<file path="src/rtl/mem_bridge.sv">
// mem_bridge: decodes the multicycle core's data bus. RAM accesses pass
// through to external memory. A 16-byte MMIO window at the top of the address
// space holds a console TX FIFO, a status/control register and a free-running
// cycle counter.
//
// Ports:
//   clk        rising-edge clock
//   reset      synchronous active-low reset
//   dataadr    CPU byte address
//   writedata  CPU store data
//   memwrite   CPU write strobe (one cycle per store)
//   readdata   combinational read data back to the CPU
//   ram_adr    RAM address (= dataadr)
//   ram_wd     RAM write data (= writedata)
//   ram_we     RAM write enable (never asserted for MMIO)
//   ram_rd     RAM combinational read data
//   tx_data    FIFO head byte
//   tx_valid   FIFO non-empty
//   tx_ready   consumer accepts the head byte
//   tx_ovf     sticky overflow flag
//
// MMIO map (dataadr[3:2]): 0 TX data (write-only, reads 0), 1 status/control,
// 2 cycle counter, 3 reserved (reads 0, writes ignored).
// Status word: bit0 empty, bit1 full, bit2 tx_ovf, bits[15:8] occupancy.

module mem_bridge #(
  parameter int          N          = 32,
  parameter int          FIFO_DEPTH = 8,
  parameter logic [31:0] TX_ADDR    = 32'hFFFF_FFF0,
  parameter logic [31:0] STAT_ADDR  = 32'hFFFF_FFF4,
  parameter logic [31:0] CNT_ADDR   = 32'hFFFF_FFF8
) (
  input  logic         clk,
  input  logic         reset,
  input  logic [N-1:0] dataadr,
  input  logic [N-1:0] writedata,
  input  logic         memwrite,
  output logic [N-1:0] readdata,
  output logic [N-1:0] ram_adr,
  output logic [N-1:0] ram_wd,
  output logic         ram_we,
  input  logic [N-1:0] ram_rd,
  output logic [7:0]   tx_data,
  output logic         tx_valid,
  input  logic         tx_ready,
  output logic         tx_ovf
);

  localparam int AW = $clog2(FIFO_DEPTH);

  logic [7:0]    mem [FIFO_DEPTH];
  logic [AW-1:0] rd_ptr;
  logic [AW-1:0] wr_ptr;
  logic [AW:0]   count;
  logic [N-1:0]  cycle_cnt;
  logic          ovf_q;

  logic          mmio;
  logic          sel_tx;
  logic          sel_stat;
  logic          sel_cnt;
  logic          push;
  logic          pop;
  logic          accept;
  logic          full;
  logic          empty;
  logic          stat_clr;
  logic          cnt_load;
  logic [7:0]    occ;
  logic [N-1:0]  status;

  // Byte offset within a word is meaningless for the word-wide registers.
  logic unused_lsb;
  assign unused_lsb = ^dataadr[1:0];

  assign mmio     = (dataadr[N-1:4] == TX_ADDR[N-1:4]);
  assign sel_tx   = (dataadr[3:2] == TX_ADDR[3:2]);
  assign sel_stat = (dataadr[3:2] == STAT_ADDR[3:2]);
  assign sel_cnt  = (dataadr[3:2] == CNT_ADDR[3:2]);

  assign ram_adr = dataadr;
  assign ram_wd  = writedata;
  assign ram_we  = memwrite & ~mmio;

  assign empty    = (count == '0);
  assign full     = (count == (AW+1)'(FIFO_DEPTH));
  assign tx_valid = ~empty;
  assign tx_data  = mem[rd_ptr];
  assign tx_ovf   = ovf_q;

  assign push     = memwrite & mmio & sel_tx;
  assign pop      = tx_valid & tx_ready;
  // A pop in the same cycle frees the slot, so a push into a full FIFO is
  // still accepted then; when full, wr_ptr == rd_ptr and the head byte is
  // read out before the edge overwrites its slot.
  assign accept   = push & (~full | pop);
  assign stat_clr = memwrite & mmio & sel_stat & writedata[2];
  assign cnt_load = memwrite & mmio & sel_cnt;

  assign occ    = 8'(count);
  assign status = {{(N-16){1'b0}}, occ, 5'b0, ovf_q, full, empty};

  always_comb begin
    readdata = '0;
    if (!mmio)
      readdata = ram_rd;
    else if (sel_stat)
      readdata = status;
    else if (sel_cnt)
      readdata = cycle_cnt;
  end

  always_ff @(posedge clk) begin
    if (!reset) begin
      rd_ptr    <= '0;
      wr_ptr    <= '0;
      count     <= '0;
      ovf_q     <= 1'b0;
      cycle_cnt <= '0;
    end else begin
      if (accept) begin
        mem[wr_ptr] <= writedata[7:0];
        wr_ptr      <= wr_ptr + 1'b1;
      end
      if (pop)
        rd_ptr <= rd_ptr + 1'b1;

      case ({accept, pop})
        2'b10:   count <= count + 1'b1;
        2'b01:   count <= count - 1'b1;
        default: count <= count;
      endcase

      // Set wins over clear.
      if (push & full & ~pop)
        ovf_q <= 1'b1;
      else if (stat_clr)
        ovf_q <= 1'b0;

      if (cnt_load)
        cycle_cnt <= writedata;
      else
        cycle_cnt <= cycle_cnt + 1'b1;
    end
  end

endmodule

</file>
<file path="config.mk">
export PLATFORM = sky130hd
export DESIGN_NAME = mem_bridge
export DESIGN_NICKNAME = d
export VERILOG_FILES = /design/src/rtl/mem_bridge.sv
export SDC_FILE = /design/constraint.sdc
export NUM_CORES = 1
export LEC_CHECK = 0
export CAP_MARGIN = 5
export CORE_ASPECT_RATIO = 0.9
export CORE_MARGIN = 4
export CORE_UTILIZATION = 35
export DETAILED_ROUTE_END_ITERATION = 16
export PLACE_DENSITY_LB_ADDON = 0.1
export SETUP_SLACK_MARGIN = 0.4
export SLEW_MARGIN = 20
export SYNTH_ARGS = -nofsm -noshare
export SYNTH_HDL_FRONTEND = slang
export SYNTH_SLANG_ARGS = --single-unit
</file>
<file path="constraint.sdc">
create_clock -name clk -period 2.7 [get_ports clk]
set_input_delay 0.54 -clock clk [delete_from_list [all_inputs] [get_ports clk]]
set_output_delay 0.54 -clock clk [all_outputs]
set_load 0.005 [all_outputs]
</file>
==> impl_metrics.ini <==
[power]
comb_power_share_pct = 12.4
vdd.ir_drop.worst_v = 0.0002903
power.share.clock_pct = 36.3
power.net_switching_mw = 0.7867
seq_power_share_pct = 51.4
switching_share_pct = 22.74
p_leak_nw = 3.270
power_density_mw_per_mm2 = 387.0
internal_power_mw = 2.673

[clock_network]
cts-root-to-sink-buffers = 2
tritoncts = built
worstSkewPairLatency_ns = 0.36
cts_inserted_buffers = 9
cts-root-buf = sky130_fd_sc_hd__clkbuf_16
cts-htree-levels = 3
cts.sink_count = 110
clock_transition_at_the_registers_of_the_reported_paths_ns = 0.07
post_cts_hold_buffer_count = 0

[drt]
post-route-drc-count = 0
number_of_vias_after_detailed_routing = 4960
wl_mm = 18.36
drt-pass1-iter-count = 4
route.detailed.wl_per_inst_um = 18.81
via_to_cell_ratio = 5.082
drtIter0Drc = 271
ant_nets = 0

[worst_setup_path]
startpoint_class_of_the_critical_path = input pin
timing.setup.critical_path_class = in2out
worstPathArrival_ns = 1.96
critical_path.startpoint = dataadr[3]
timing.critical_path.required_ns = 2.16
crit_fanout = 33
timing.critical_path.to_type = output port
crit-reg2reg-capture = count[2]$_SDFFE_PN0P_
timing.rr.start = count[3]$_SDFFE_PN0P_
r2r_setup_slack_ns = 0.62
worstRegToRegCells = 8

[layout]
antenna-diode-count = 0
filler_cell_count = 1430
layout-area-overhead-vs-synth_pct = 52.12
post-route-cell-area_mm2 = 0.008940
final_layout_size_suffix_gt1_share_pct = 36.15
nets = 868

[global_route]
number_of_antenna_violations_at_the_first_check_in_global_routing = 0
groute.layer.met1.usage_pct = 23.95
globalRoute.busiestLayer = met2
grt.met2_usage_pct = 32.31
grt_overflow = 0
first_global_vias = 5102
grt_pass1_wl_mm = 27.21
grt_util_met3_pct = 4.985
pin_count_of_the_biggest_net_entering_global_routing = 34
grtUsageTotal_pct = 18.94

[logic_synthesis]
synth_simple_gate_area_share_pct = 16.88
synth_area_per_cell_um2 = 10.42
netlist_area_mm2 = 0.005877
synth.distinct_cells = 46
yosys.area_share.adder_pct = 0.8516
fraction_of_the_mapped_netlist_area_in_compound_gates_pct = 9.006
number_of_register_bits_inferred_by_synthesis = 110
synth_top_cell_by_area = sky130_fd_sc_hd__edfxtp_1
yosys.area_share.xor_xnor_pct = 5.067
synth_top_cells_by_area = sky130_fd_sc_hd__edfxtp_1 (33%), sky130_fd_sc_hd__dfxtp_1 (16%), sky130_fd_sc_hd__buf_4 (8.3%)
netlist_instances = 564
synth.area.mux_share_pct = 9.197
synth_top_cell_area_share_pct = 32.70
synthesis.nets = 668
synth_seq_area_share_pct = 48.37
main_combinational_cell_family_by_area_after_synthesis = simple AND/OR/NAND/NOR gates
yosysWarningCount = 0

[floorplanning]
std_cell_rows = 44
die-height_um = 130.9
start_util_pct = 36.06
floorplan.die.width_um = 144.6
core_mm2 = 0.01630
die_area_mm2 = 0.01893
ios = 207

[sta]
finalHoldWorstSlack_ns = 0.4899
timing.final.max_slew_violations = 0
rsz0062_at_grt = true
slew_headroom_pct = 56.69
hold_viol_final = 0
max_slew.worst_pin.slew_ns = 0.6443
fmax_mhz = 400.2
timing.final.crit_period_ns = 2.499
worst_clock_skew_ns = 0.006678
setup_viol_count_final = 0
finalCritPeriodShare_pct = 92.55

[job]
count_of_maximum_capacitance_violations = 0

[outcome]
outcome = completed

[min_path]
worst_hold_path.endpoint = rd_ptr[1]$_SDFFE_PN0N_
holdCritPathClass = reg2reg
worst_hold_startpoint = rd_ptr[1]$_SDFFE_PN0N_
holdPathStages = 2

[placed_design]
port_buffers = 202
post-dp-hpwl_mm = 12.12
gp_congestion = 0.8405
postPlaceCellArea_mm2 = 0.007994
metal layers:
metal,vias to the layer above,part of all wire [%]
met5,-,0
met4,0,1.4
met3,22,5.4
met2,164,51
met1,2387,42
li1,2387,-
layout by cell type, fill, tap and decap left out, types with 4 or more instances in the layout:
master,count
sky130_fd_sc_hd__clkdlybuf4s50_1,131
sky130_fd_sc_hd__edfxtp_1,64
sky130_fd_sc_hd__buf_4,51
sky130_fd_sc_hd__nand2_1,44
sky130_fd_sc_hd__dfxtp_1,43
sky130_fd_sc_hd__buf_2,40
sky130_fd_sc_hd__buf_6,28
sky130_fd_sc_hd__nor2_1,24
sky130_fd_sc_hd__o21ai_2,22
sky130_fd_sc_hd__a21oi_1,22
sky130_fd_sc_hd__nand2_4,21
sky130_fd_sc_hd__nand4_1,20
sky130_fd_sc_hd__o21ai_0,19
sky130_fd_sc_hd__xnor2_1,18
sky130_fd_sc_hd__xor2_1,16
sky130_fd_sc_hd__mux4_2,16
sky130_fd_sc_hd__nand2_2,13
sky130_fd_sc_hd__nand3_1,13
sky130_fd_sc_hd__a211oi_1,12
sky130_fd_sc_hd__clkbuf_2,12
sky130_fd_sc_hd__o21ai_1,11
sky130_fd_sc_hd__clkbuf_16,11
sky130_fd_sc_hd__mux2_4,8
sky130_fd_sc_hd__mux2i_1,8
sky130_fd_sc_hd__buf_16,7
sky130_fd_sc_hd__buf_12,7
sky130_fd_sc_hd__inv_1,6
sky130_fd_sc_hd__nor3_2,6
sky130_fd_sc_hd__a22oi_1,5
sky130_fd_sc_hd__and3_1,4
worst max-delay path by stage:
stage | end | slack, ns | cells after the start
global route | readdata[16] | 0.16 | 8
detailed placement | readdata[31] | -0.48 | 8
finish | readdata[10] | 0.20 | 6
floorplan | mem[6][0]$_DFFE_PP_ | 0.29 | 5
global placement | readdata[31] | -0.47 | 8
CTS | ram_we | 0.20 | 8
power groups by stage:
| stage | Combinational, mW | Sequential, mW | Clock, mW |
|---|---|---|---|
| final | 0.428 | 1.78 | 1.25 |
| after global routing | 0.458 | 1.78 | 1.36 |
| after CTS | 0.413 | 1.78 | 1.29 |
| after detailed placement | 0.423 | 1.82 | 0 |
| after global placement | 0.422 | 1.82 | 0 |
| after floorplan | 0.139 | 1.82 | 0 |
critical path, stage by stage:
cell and delay [ns]:
sky130_fd_sc_hd__clkdlybuf4s50_1 0.47, sky130_fd_sc_hd__nor2b_2 0.20, sky130_fd_sc_hd__buf_12 0.17, sky130_fd_sc_hd__a22oi_1 0.35, sky130_fd_sc_hd__o21ai_1 0.09, sky130_fd_sc_hd__buf_2 0.13
cells in the mapped netlist (all sizes together):
cell type	count
and2	5
nor4	7
nor2	25
xor2	16
clkbuf	23
and3	5
o221ai	1
a22oi	5
nor2b	3
nand3b	1
nand2	78
mux2	8
nand4	23
or3	1
o21ai	52
and4	6
xnor2	18
a211oi	12
buf	71
nor3b	2
mux2i	9
edfxtp	64
ha	4
a21oi	23
mux4	16
nand2b	3
or4	3
nor4b	1
inv	6
nor3	10
nand3	14
nand4b	1
dfxtp	46
a32oi	2
kinds of logic after synthesis:
kind of cell | count (synthesis)
buffers and inverters | 100
muxes | 33
AOI/OAI and AO/OA | 95
xor gates and xnor gates | 34
and+or+nand+nor | 188
DFF | 110
adders and majority gates | 4
cell type report:
cell class	instances	area, um^2	area share, %
sequential	110	2849	31.87
timing repair buffer	283	2715	30.37
clock buffer	10	229.0	2.561
tap	207	259.0	2.897
multi-input combinational	354	2820	31.55
clock inverter	6	45.04	0.5038
inverter	6	22.52	0.2519
flip-flops by register name (all words and copies together) (netlist names), named ones only:
signal	count
mem	64
cycle_cnt	32
rd_ptr	3
wr_ptr	3
count	4
tx_ovf	1
through the flow:
stage	util [%]	cells	power [mW]	TNS, ns	worst slack (ns)
after floorplan	-	564	1.954	0	0.2933
after global placement	49.06	919	2.238	-22.89	-0.4668
after detailed placement	49.06	919	2.239	-25.42	-0.4752
after CTS	53.32	966	3.478	0	0.1979
after global routing	54.86	976	3.599	0	0.1558
final	54.86	976	3.460	0	0.2012
repair_timing:
item,CTS,global route
cloned,7,3
pin swaps,43,18
resized for setup,354,85
setup buffers,24,7
endpoints found under the setup margin,109,87
Note: power is estimated with default switching activity, not from simulation.
==> patch 1: new RTL, config.mk and constraints unchanged <==
`FIFO_DEPTH`: 8 -> 4.
--- a/src/rtl/mem_bridge.sv
+++ b/src/rtl/mem_bridge.sv
@@ -26,5 +26,5 @@
 module mem_bridge #(
   parameter int          N          = 32,
-  parameter int          FIFO_DEPTH = 8,
+  parameter int          FIFO_DEPTH = 4,
   parameter logic [31:0] TX_ADDR    = 32'hFFFF_FFF0,
   parameter logic [31:0] STAT_ADDR  = 32'hFFFF_FFF4,
Check against the original RTL: not equivalent (Yosys sat finds a counterexample within 10 cycles, from zero or initial values and one cycle with reset low).
==> patch 1 against the original RTL <==
- non-clock buffer count shrank 23
- clock skew grew 0.00064 ns
- routed wire length shrank 17%
- sequential cell count shrank 36
- cell area shrank 21%
- sequential share of layout area shrank 6.2 points
- critical path depth grew 5
- synthesized cell count shrank 11%
- total power shrank 13%
- synthesized area shrank 24%
- worst setup slack lost 0.065 ns
- final cell count shrank 13%
- critical path type unchanged
- hold slack gained 0.0091 ns
==> patch 1: results (changes against the original RTL) <==
I/O Buffers=202 (unchanged); Final Wtd Congestion=0.847 (+0.71%); Synth area leaders=edfxtp_1 (21%), dfxtp_1 (19%), buf_4 (11%); LEAKAGE=2.68 nW (-18%); commonest cells in the netlist=nand2_1 (74), buf_4 (64), o21ai_0 (50), dfxtp_1 (42); syn avg cell area=8.93 µm² (-14%); Vias=4313 (-13%); r2r startpoint=count[1]; Multi-In Gates=324 (-8.5%); Placement Cell Area=0.00640 mm² (-20%); Post-synth top flop=dfxtp_1; Worst path slowest cell=nor4_4; Crit Path Max Fanout=5 (-85%); routed wire length=15.2 mm (-17%); Skew-Pair Late Insertion Delay=0.33 ns (-0.03 ns); status=finished, final reports clean; FF+latch count=74 (-33%); Filler cells=1110 (-22%); distinct cell type count after synthesis=42 (-8.7%); Hold WS=0.499 ns (+0.00914 ns); DP Worst Slack=-0.475 ns (-0.000298 ns); Worst Max-Slew Pin Slew=0.794 ns (+0.150 ns); clk tree area frac=0.0438 (+0.0132); syn nets=607 (-9.1%); crit path from=dataadr[7]; Non-clock buffers, area share=0.347 (+0.0434); sequential share of cell area=0.256 (-0.0624); clock skew=0.00732 ns (+0.000644 ns); Peak VDD IR=0.290 mV (about the same); CP Data Arrival Time=2.02 ns (+0.06 ns); wire length of the first global-routing pass=22.7 mm (-17%); hold wc startpoint=tx_ovf; Placed Instances=806 (-12%); largest net degree at the start of global routing=56 (+65%); Iteration-0 DRC Markers=255 (-5.9%); number of enable flip-flop cells after synthesis=32 (-50%); Worst R2R Setup Slack=0.65 ns (+0.03 ns); Power Density=427 mW/mm² (+10%); Detail Placement HPWL=10.3 mm (-15%); multi-input logic portion of the cell area=0.318 (+0.00255); CP max stage delay=0.35 ns (-0.12 ns); share of layout cells above drive strength 1=0.312 (-0.0496); GRT Overall Usage=0.200 (+0.0103); drt first pass iters=7 (+3); sequential area share after synthesis=0.403 (-0.0809); Hold Path End=tx_ovf; DR vias/cell=5.10 (+0.32%); Die Width=127 µm (-12%); Nets=787 (-9.3%); min Tclk post-route=2.56 ns (+0.0650 ns); crit path to=readdata[27]; inverter count=12 (+6); Buffers excl. clock=260 (-8.1%); hold path depth=2 (unchanged); vias in the first global route=4281 (-16%); clkbuf count=9 (-1); initial antenna violation count=0 (unchanged); Largest regs=cycle_cnt: 32 flops, mem: 32 flops, count: 3 flops
==> patch 1: layer usage <==
metal / up-vias / GRT usage / wire length [µm]
met4: 0 / 0.0529 / 146
met3: 13 / 0.0529 / 1060
met5: - / 0 / 0
met2: 181 / 0.327 / 7320
li1: 2070 / - / -
met1: 2049 / 0.264 / 6680
==> patch 1: cell families after synthesis <==
| group | after synthesis | synth area share |
|---|---|---|
| AOI/OAI and AO/OA | 90 | 0.113 |
| xor gates and xnor gates | 33 | 0.0646 |
| adders and majority gates | 6 | 0.0185 |
| buffers and inverters | 103 | 0.144 |
| DFF | 74 | 0.403 |
| muxes | 15 | 0.0559 |
| and+or+nand+nor | 180 | 0.201 |
==> patch 1: power breakdown <==
part           internal, mW  switching [mW]  total [mW]
sequential             1.18          0.0217        1.21
combinational         0.355           0.216       0.571
clock                 0.734           0.502        1.24
==> patch 1: what timing repair did <==
action	in CTS	in global routing
resized for setup	336	37
buffers inserted	12	6
gates cloned	6	0
hold buffers	0	0
pin swaps	33	14
endpoints found under the setup margin	74	38
==> patch 2: new RTL, same settings <==
Made on the original files. Register the output `tx_ovf` once more, cleared by the reset; this adds one clock of latency there. The other outputs are not delayed to match.
--- a/src/rtl/mem_bridge.sv
+++ b/src/rtl/mem_bridge.sv
@@ -87,5 +87,11 @@
   assign tx_valid = ~empty;
   assign tx_data  = mem[rd_ptr];
-  assign tx_ovf   = ovf_q;
+  always_ff @(posedge clk) begin
+    if (!reset) begin
+      tx_ovf <= '0;
+    end else begin
+      tx_ovf <= ovf_q;
+    end
+  end
 
   assign push     = memwrite & mmio & sel_tx;
Check against the original RTL: no difference found for any inputs over 4 cycles, from zero or initial values and one cycle with reset low; that may be too few to reach the edited logic, so the function may still have changed.
==> patch 2 against the original RTL <==
- sequential cell count grew 1
- synthesized area grew 0.47%
- hold slack gained 0.016 ns
- synthesized cell count grew 1.2%
- largest power group unchanged
- total power grew 5.8%
- count of clock-buffer cells in the layout shrank 1
- register-to-register slack lost 0.28 ns
- non-clock buffer count grew 3
- worst setup slack gained 0.013 ns
- via count grew 0.50%
- largest cell class unchanged
- cell area grew 1.5%
- routed wire length grew 0.96%
- clock skew grew 0.0024 ns
- final cell count grew 0.72%
==> patch 2: results (changes against the original RTL) <==
status=finished, final reports clean; CP max stage delay=0.41 ns (-0.06 ns); Worst path slowest cell=nor4_4; post-DR wirelength/cell=18.9 µm (+0.25%); sequential area share after synthesis=0.485 (+0.00114); utilization after layout=0.555 (+0.00649); Iteration-0 DRC Markers=179 (-34%); Crit Path Max Fanout=8 (-76%); hold path depth=1 (-1); Rel. slew slack=0.579 (+0.0125); YS warnings=0 (unchanged); Nets=875 (+0.81%); I/O Buffers=202 (unchanged); Detail Placement HPWL=12.5 mm (+3.4%); delay-heaviest family, CP=simple AND/OR/NAND/NOR gates; Hold WS=0.506 ns (+0.0164 ns); non-filler cells, final=983 (+0.72%); syn nets=675 (+1.0%); clock skew=0.00911 ns (+0.00243 ns); Psw=790 µW (+0.39%); GRT Overall Usage=0.193 (+0.00382); Worst R2R Setup Slack=0.34 ns (-0.28 ns); Filler cells=1381 (-3.4%); Placement Cell Area=0.00807 mm² (+1.0%); r2r startpoint=count[0]; largest net degree at the start of global routing=48 (+41%); Placed Instances=930 (+1.2%); LEAKAGE=3.36 nW (+2.8%); Peak VDD IR=0.263 mV (-9.3%); commonest cells in the netlist=nand2_1 (80), buf_4 (64), edfxtp_1 (64), o21ai_0 (52), dfxtp_1 (47); hold wc startpoint=ovf_q; share of layout cells above drive strength 1=0.357 (-0.00455); Synth area leaders=edfxtp_1 (33%), dfxtp_1 (16%), buf_4 (8.1%); cell count after synthesis=571 (+1.2%); TritonCTS buffer count=9 (unchanged); distinct cell type count after synthesis=44 (-4.3%); Hold Path End=tx_ovf; Antenna diodes=0 (unchanged); Vias=4985 (+0.50%); wire length of the first global-routing pass=29.2 mm (+7.4%); vias in the first global route=5352 (+4.9%)
## patch 2: changes by cell type in the layout (fill, tap and decap cells not counted), moves of 3 or more
cell / before / now
buf_6: 28 / 35
nand2_1: 44 / 50
nand2_4: 21 / 15
buf_4: 51 / 47
nor3_1: 3 / 7
dfxtp_1: 43 / 46
nand4_1: 20 / 17
nor3_2: 6 / 3
nor4_4: 2 / 5
xnor2_1: 18 / 21
xor2_1: 16 / 13
## patch 2: cell families (layout without fill, tap and decap cells)
kind of cell	count (synthesis)	count (layout)	synth area share
flops	111	111	0.485
compound gates	95	95	0.0896
buf+inv	104	309	0.108
simple gates	190	190	0.167
mux	33	33	0.0915
fa+ha+maj	4	4	0.00848
xor+xnor	34	34	0.0504
## patch 2: layer usage
layer | routed length, µm | vias to the layer above | GRT usage
li1 | - | 2408 | -
met2 | 9800 | 160 | 0.342
met4 | 261 | 0 | 0.0496
met5 | 0 | - | 0
met3 | 1030 | 16 | 0.0544
met1 | 7450 | 2401 | 0.233
## patch 2: area by class of cell
cell class              instances  area share
clock buffers                   9      0.0248
repair buffers                286       0.304
multi-input cells             356       0.313
clock inverters                 7      0.0112
inverters                       7     0.00289
well taps                     207      0.0285
flip-flops and latches        111       0.316
## patch 2: worst max-delay path by stage
stage | from | to | slack, ns | cells after the start
6_report | dataadr[16] | readdata[1] | 0.21 | 10
5_1_grt | dataadr[16] | readdata[25] | 0.11 | 9
4_1_cts | dataadr[13] | readdata[15] | 0.20 | 10
3_5_place_dp | dataadr[20] | readdata[3] | -0.50 | 9
3_3_place_gp | dataadr[5] | readdata[31] | -0.47 | 8
2_1_floorplan | dataadr[5] | mem[7][0] | 0.34 | 5
## patch 2: metrics by stage
stage	worst slack (ns)	power (mW)
3_3_place_gp	-0.465	2.25
4_1_cts	0.202	3.69
6_report	0.214	3.66
2_1_floorplan	0.345	1.97
3_5_place_dp	-0.497	2.26
5_1_grt	0.109	3.79
## patch 2: power by group through the flow
| stage | Clock [mW] | Combinational (mW) | Sequential, mW |
|---|---|---|---|
| 2_1_floorplan | 0 | 0.141 | 1.83 |
| 3_3_place_gp | 0 | 0.422 | 1.83 |
| 3_5_place_dp | 0 | 0.425 | 1.83 |
| 4_1_cts | 1.49 | 0.411 | 1.79 |
| 5_1_grt | 1.55 | 0.450 | 1.79 |
| 6_report | 1.45 | 0.419 | 1.79 |
## patch 2: repair_timing
item	in CTS	in global routing
setup buffers	25	4
gates cloned	8	0
pin swaps	37	20
resized for setup	361	69
setup endpoints to repair	109	95
## patch 2: worst reg2reg max path: stages, from the launching register on
cell and delay [ns]:
dfxtp_1 0.39, or4_1 0.58, nand2_1 0.32, a21oi_4 0.05, xor2_1 0.16, ha_2 0.22, nor3_2 0.26, mux2i_4 0.13
mux2i_1 0.13
